## src/rtl/imem_loader.sv

```systemverilog
// imem_loader: boot-time filler for the fetch-stage instruction memory.
// A byte stream (valid/ready) carries a 4-byte big-endian word count N
// followed by N big-endian 32-bit words. Each word is written to
// consecutive word addresses from 0. The CPU is held in stall until the
// load completes successfully.
//
// Handshake: a byte transfers on a posedge where in_valid && in_ready are
// both high. in_ready depends only on the state (HDR or DATA), never on
// in_valid. The source may drop in_valid at any time, and in_data is
// ignored unless a transfer takes place.
module imem_loader #(
    parameter int DEPTH  = 16,
    parameter int ADDR_W = 4
) (
    input  logic              clk,
    input  logic              rst,
    input  logic              start,
    input  logic              in_valid,
    input  logic [7:0]        in_data,
    output logic              in_ready,
    output logic              mem_we,
    output logic [ADDR_W-1:0] mem_addr,
    output logic [31:0]       mem_wdata,
    output logic              busy,
    output logic              done,
    output logic              error,
    output logic              hold_cpu,
    output logic [ADDR_W:0]   words_loaded
);

    typedef enum logic [2:0] {
        S_IDLE  = 3'd0,
        S_HDR   = 3'd1,
        S_DATA  = 3'd2,
        S_DONE  = 3'd3,
        S_ERROR = 3'd4
    } state_t;

    localparam logic [31:0]     DEPTH_W = 32'(DEPTH);
    localparam logic [ADDR_W:0] ONE_W   = {{ADDR_W{1'b0}}, 1'b1};

    state_t            r_state;
    state_t            w_state_nxt;
    logic [1:0]        r_bcnt;      // bytes already taken of the current word
    logic [23:0]       r_asm;       // the three most recent bytes
    logic [ADDR_W:0]   r_words;     // word index == words written this load
    logic [ADDR_W:0]   r_n;         // latched word count from the header
    logic              r_we;
    logic [ADDR_W-1:0] r_addr;
    logic [31:0]       r_wdata;

    logic              w_in_ready;
    logic              w_accept;
    logic              w_word_done;
    logic              w_last_word;
    logic              w_start_ok;
    logic [31:0]       w_word;
    logic [ADDR_W:0]   w_words_inc;

    // The accepted byte is the low byte, so w_word is the completed word on the 4th accept.
    assign w_word      = {r_asm, in_data};
    assign w_accept    = in_valid && w_in_ready;
    assign w_word_done = w_accept && (r_bcnt == 2'd3);
    assign w_words_inc = r_words + ONE_W;
    assign w_last_word = (w_words_inc == r_n);
    assign w_start_ok  = start && ((r_state == S_IDLE) || (r_state == S_DONE) ||
                                   (r_state == S_ERROR));

    // State register.
    always_ff @(posedge clk) begin
        if (rst) begin
            r_state <= S_IDLE;
        end else begin
            r_state <= w_state_nxt;
        end
    end

    // Next-state decode and state-derived outputs.
    always_comb begin
        w_state_nxt = r_state;
        w_in_ready  = 1'b0;
        busy        = 1'b0;
        done        = 1'b0;
        error       = 1'b0;
        hold_cpu    = 1'b1;
        case (r_state)
            S_IDLE: begin
                if (start) w_state_nxt = S_HDR;
            end
            S_HDR: begin
                w_in_ready = 1'b1;
                busy       = 1'b1;
                if (w_word_done) begin
                    if (w_word == 32'd0)        w_state_nxt = S_DONE;
                    else if (w_word > DEPTH_W)  w_state_nxt = S_ERROR;
                    else                        w_state_nxt = S_DATA;
                end
            end
            S_DATA: begin
                w_in_ready = 1'b1;
                busy       = 1'b1;
                // Leaving on the Nth word means in_ready is already low in the strobe cycle.
                if (w_word_done && w_last_word) w_state_nxt = S_DONE;
            end
            S_DONE: begin
                done     = 1'b1;
                hold_cpu = 1'b0;
                if (start) w_state_nxt = S_HDR;
            end
            S_ERROR: begin
                error = 1'b1;
                if (start) w_state_nxt = S_HDR;
            end
            default: begin
                w_state_nxt = S_IDLE;
            end
        endcase
    end

    // Byte assembly, header latch and one-cycle write strobe generation.
    always_ff @(posedge clk) begin
        if (rst) begin
            r_bcnt  <= 2'd0;
            r_asm   <= 24'd0;
            r_words <= '0;
            r_n     <= '0;
            r_we    <= 1'b0;
            r_addr  <= '0;
            r_wdata <= 32'd0;
        end else begin
            r_we <= 1'b0;
            if (w_start_ok) begin
                r_bcnt  <= 2'd0;
                r_words <= '0;
            end else if (w_accept) begin
                r_bcnt <= r_bcnt + 2'd1;
                r_asm  <= w_word[23:0];
                if (w_word_done && (r_state == S_HDR)) begin
                    // Only meaningful when the count is legal; unused otherwise.
                    r_n <= w_word[ADDR_W:0];
                end
                if (w_word_done && (r_state == S_DATA)) begin
                    r_we    <= 1'b1;
                    r_addr  <= r_words[ADDR_W-1:0];
                    r_wdata <= w_word;
                    r_words <= w_words_inc;
                end
            end
        end
    end

    assign in_ready     = w_in_ready;
    assign mem_we       = r_we;
    assign mem_addr     = r_addr;
    assign mem_wdata    = r_wdata;
    assign words_loaded = r_words;

endmodule

```

## config.mk

```make
export PLATFORM = sky130hd
export DESIGN_NAME = imem_loader
export DESIGN_NICKNAME = d
export VERILOG_FILES = /design/src/rtl/imem_loader.sv
export SDC_FILE = /design/constraint.sdc
export NUM_CORES = 1
export LEC_CHECK = 0
export BUFFER_PORTS_ARGS = -buffer_cell sky130_fd_sc_hd__buf_2
export CORE_ASPECT_RATIO = 1.2
export CORE_MARGIN = 2
export CORE_UTILIZATION = 40
export CTS_BUF_LIST = sky130_fd_sc_hd__clkbuf_16
export CTS_CLUSTER_SIZE = 30
export DETAILED_ROUTE_END_ITERATION = 7
export SLEW_MARGIN = 20
export SYNTH_ARGS = -nofsm -noshare
export SYNTH_HDL_FRONTEND = slang
export SYNTH_SLANG_ARGS = --single-unit
```

## constraint.sdc

```tcl
create_clock -name clk -period 1.9 [get_ports clk]
set_clock_uncertainty 0.15 [all_clocks]
set_input_delay 0.095 -clock clk [delete_from_list [all_inputs] [get_ports clk]]
set_output_delay 0.095 -clock clk [all_outputs]
set_load 0.02 [all_outputs]
```

==> impl_metrics.csv <==
group,metric,value,unit
outcome,run_status,"completed",
clock_tree,cts.sinks,76,
route,via_count,2682,
global_route,grt_antenna_before_repair,0,
global_route,first_global_vias,2430,
global_route,grt.busiest_layer,"met2",
global_route,pin_count_of_the_biggest_net_entering_global_routing,50,
clock_tree,ctsLongestPathBuffers,2,
setup_path,cpLargestDelayFamily,"buffers and inverters",
sta,hold_viol_final,0,
power,finalPower,3.38,mW
logic_synthesis,synthesis.area,2990,µm²
route,finalWirelength,7010,µm
sta,finalWorstPathRequiredPeriod,1850,ps
setup_path,crit_path_start_kind,"input port",
setup_path,timing.critical_path.required,2010,ps
floorplan,placementRows,34,
logic_synthesis,ys_dominant_reg_cell,"sky130_fd_sc_hd__dfxtp_1",
placed_design,io_buf_count,58,
clock_tree,cts_inserted_buffers,9,
logic_synthesis,syn-mean-instance-area,7.98,µm²
power,internal-power,2.66,mW
clock_tree,cts.reportedPaths.clkPinSlew,50,ps
logic_synthesis,post_synthesis_net_count,389,
global_route,grt_use_total,17.6,%
job,drv.max_cap_violation_count,0,
power,pwr_density_cell,898,nW/µm²
global_route,globalRouteOverflowTotal,0,
finish,layout_common_cells,"129 x sky130_fd_sc_hd__nand2_1, 76 x sky130_fd_sc_hd__dfxtp_1, 63 x sky130_fd_sc_hd__a21oi_1, 58 x sky130_fd_sc_hd__buf_2, 13 x sky130_fd_sc_hd__nor2_1",
finish,num_antenna_cells,0,
route,drt_drc_violations_left,0,
sta,totalNegativeSetupSlack,0,ps
finish,finalCoreUtilization,51.7,%
setup_path,path_cells,"dlygate4sd3_1 > buf_2 > or4_4 > a2111oi_2 > nand3_1 > a22oi_2",
sta,worst_slew_pin_slew,516,ps
sta,final_max_slew_viol_count,0,
setup_path,critical_path_buffers_and_inverters,2,
power,clock_power_share,47.7,%
logic_synthesis,ys_seq_elements,76,
power,max-vdd-ir-drop,624,µV
clock_tree,tritoncts,"built",
sta,fin_ws,46.5,ps
floorplan,die-height,98.8,µm
sta,timing.slew.headroom,65.6,%
logic_synthesis,syn-instance-count,375,
placed_design,postPlaceCellArea,3370,µm²
finish,num-nets-final,453,
setup_path,slowest_delay,550,ps
sta,setup_viol,0,
global_route,gr_layer_usage_met1,22.6,%
finish,drive_above_1_share,20.8,%
clock_tree,ctsRootBufferMaster,"sky130_fd_sc_hd__clkbuf_16",
logic_synthesis,yosysWarningCount,0,
route,detailedRoute.firstIterationViolations,89,
sta,fmax,540,MHz
placed_design,placed_cells_incl_taps,509,
placed_design,gpl.final_weighted_congestion,0.757,
floorplan,core,7270,µm²
finish,ff_latch_area,1520,µm²
sta,min_period_over_period,97.6,%
power,p_sw_share,21.4,%
floorplan,die_width,83.0,µm
floorplan,floorplan.initialDensity,41.2,%
setup_path,arrival_time_at_the_worst_endpoint,1960,ps
sta,rsz0062_at_grt,"no",
finish,multiInputGateArea,1350,µm²
finish,layout-area-overhead-vs-synth,25.6,%
logic_synthesis,count_of_flip_flops_with_a_built_in_enable_after_synthesis,0,
power,power_leakage,1.49,nW
route,vias_per_cell,5.04,
setup_path,path_class,"in -> reg",
route,drt-wirelength-per-cell,13.2,µm
power,seq_power_share,48.0,%
power,combPwrFrac,4.2,%
finish,layout.cells.most_common,"sky130_fd_sc_hd__nand2_1",
global_route,grt_use_met2,28.5,%
floorplan,top_level_ports,59,
placed_design,place_worst_setup_slack,107,ps
finish,n_fill_cell,735,
logic_synthesis,synth-seq-area-share,50.8,%
finish,fin_cells,532,
finish,fin_area,3760,µm²
floorplan,dieArea,8200,µm²
sta,hold_slack,49.8,ps
setup_path,crit_path_max_fanout,4,
route,detailedRoute.firstPassIterationCount,5,
power,net-switching-power,722,µW
setup_path,critical_path.endpoint_type,"register",
clock_tree,cts.htree.levels,3,
placed_design,detailed_place_hpwl,4790,µm
global_route,grt_pass1_wl,11600,µm
route,drt.antenna.violating_nets,0,
clock_tree,clk_lat_worst_skew,330,ps
logic_synthesis,async_sr_flop_fraction,0,%
logic_synthesis,synth_cell_types,40,
setup_path,timing.critical_path.slowest_stage_cell,"sky130_fd_sc_hd__dlygate4sd3_1",
worst_hold_path,worstHoldPathType,"in -> reg",
global_route,globalRouteMet3Util,4.86,%
clock_tree,postCtsSetupBuffers,0,
[repair_timing]
| action | 4_1_cts | 5_1_grt |
|---|---|---|
| endpoints found under the hold margin | 23 | 0 |
| setup endpoints to repair | 0 | 4 |
| gates resized for setup | 0 | 4 |
| hold buffers | 9 | 0 |
[cell usage after synthesis (all sizes together), types with 5 or more instances]
library cell    n  area (µm²)
a21oi          64         324
buf            13        81.3
clkbuf         13        48.8
dfxtp          76        1520
mux2i           5        50.1
nand2         130         490
nand3           5        25.0
nor2           14        52.6
nor3            6        30.0
nor4            6        37.5
xnor2           9        78.8
[area by class of cell]
| type | instances | area share [%] |
|---|---|---|
| inverters | 3 | 0.300 |
| multi-input cells | 270 | 35.9 |
| repair buffers | 79 | 12.8 |
| clock inverters | 5 | 1.46 |
| well taps | 90 | 3.00 |
| clock buffers | 9 | 5.99 |
| flip-flops and latches | 76 | 40.5 |
[final timing paths]
path            startpoint             to  slack, ps  cells after the start
min reg2reg  mem_wdata[26]  mem_wdata[26]        300                      2
max             in_data[0]     r_state[0]         50                      6
max reg2reg      r_bcnt[0]         r_n[2]        130                      6
min                    rst     r_state[2]         50                      3
[state kept, by name, summed over array words and instances, names as in the netlist]
| register | count |
|---|---|
| r_asm | 24 |
| words_loaded | 5 |
| mem_addr | 4 |
| r_n | 5 |
| r_bcnt | 2 |
| r_state | 3 |
| mem_wdata | 32 |
| mem_we | 1 |
[power groups by stage]
stage / sequential (mW) / clock, mW / combinational, mW
global placement: 1.66 / 0 / 0.126
detailed placement: 1.66 / 0 / 0.126
global route: 1.62 / 1.72 / 0.157
finish: 1.62 / 1.61 / 0.143
CTS: 1.62 / 1.65 / 0.140
floorplan: 1.65 / 0 / 0.0841
[kinds of logic (layout without fill, tap and decap cells)]
family | Yosys count | count (layout) | synth area share (%)
compound gates | 75 | 75 | 13.6
xor+xnor | 12 | 12 | 3.51
fa+ha+maj | 2 | 2 | 0.836
buf+inv | 29 | 96 | 4.72
flops | 76 | 76 | 50.8
mux | 5 | 5 | 1.67
simple gates | 176 | 176 | 24.9
[metal layers]
layer	vias to the layer above	part of all wire (%)
li1	1365	-
met1	1247	47
met2	63	47
met3	7	4.7
met4	0	1.4
met5	-	0
[worst register-to-register path, stage by stage (launching register included)]
cell and delay [ps]:
sky130_fd_sc_hd__dfxtp_1 340, sky130_fd_sc_hd__ha_1 190, sky130_fd_sc_hd__nand2_2 60, sky130_fd_sc_hd__or4b_4 520, sky130_fd_sc_hd__buf_4 180, sky130_fd_sc_hd__mux2i_1 160
sky130_fd_sc_hd__nor2_1 50
Power figures use the tool's default switching activity.
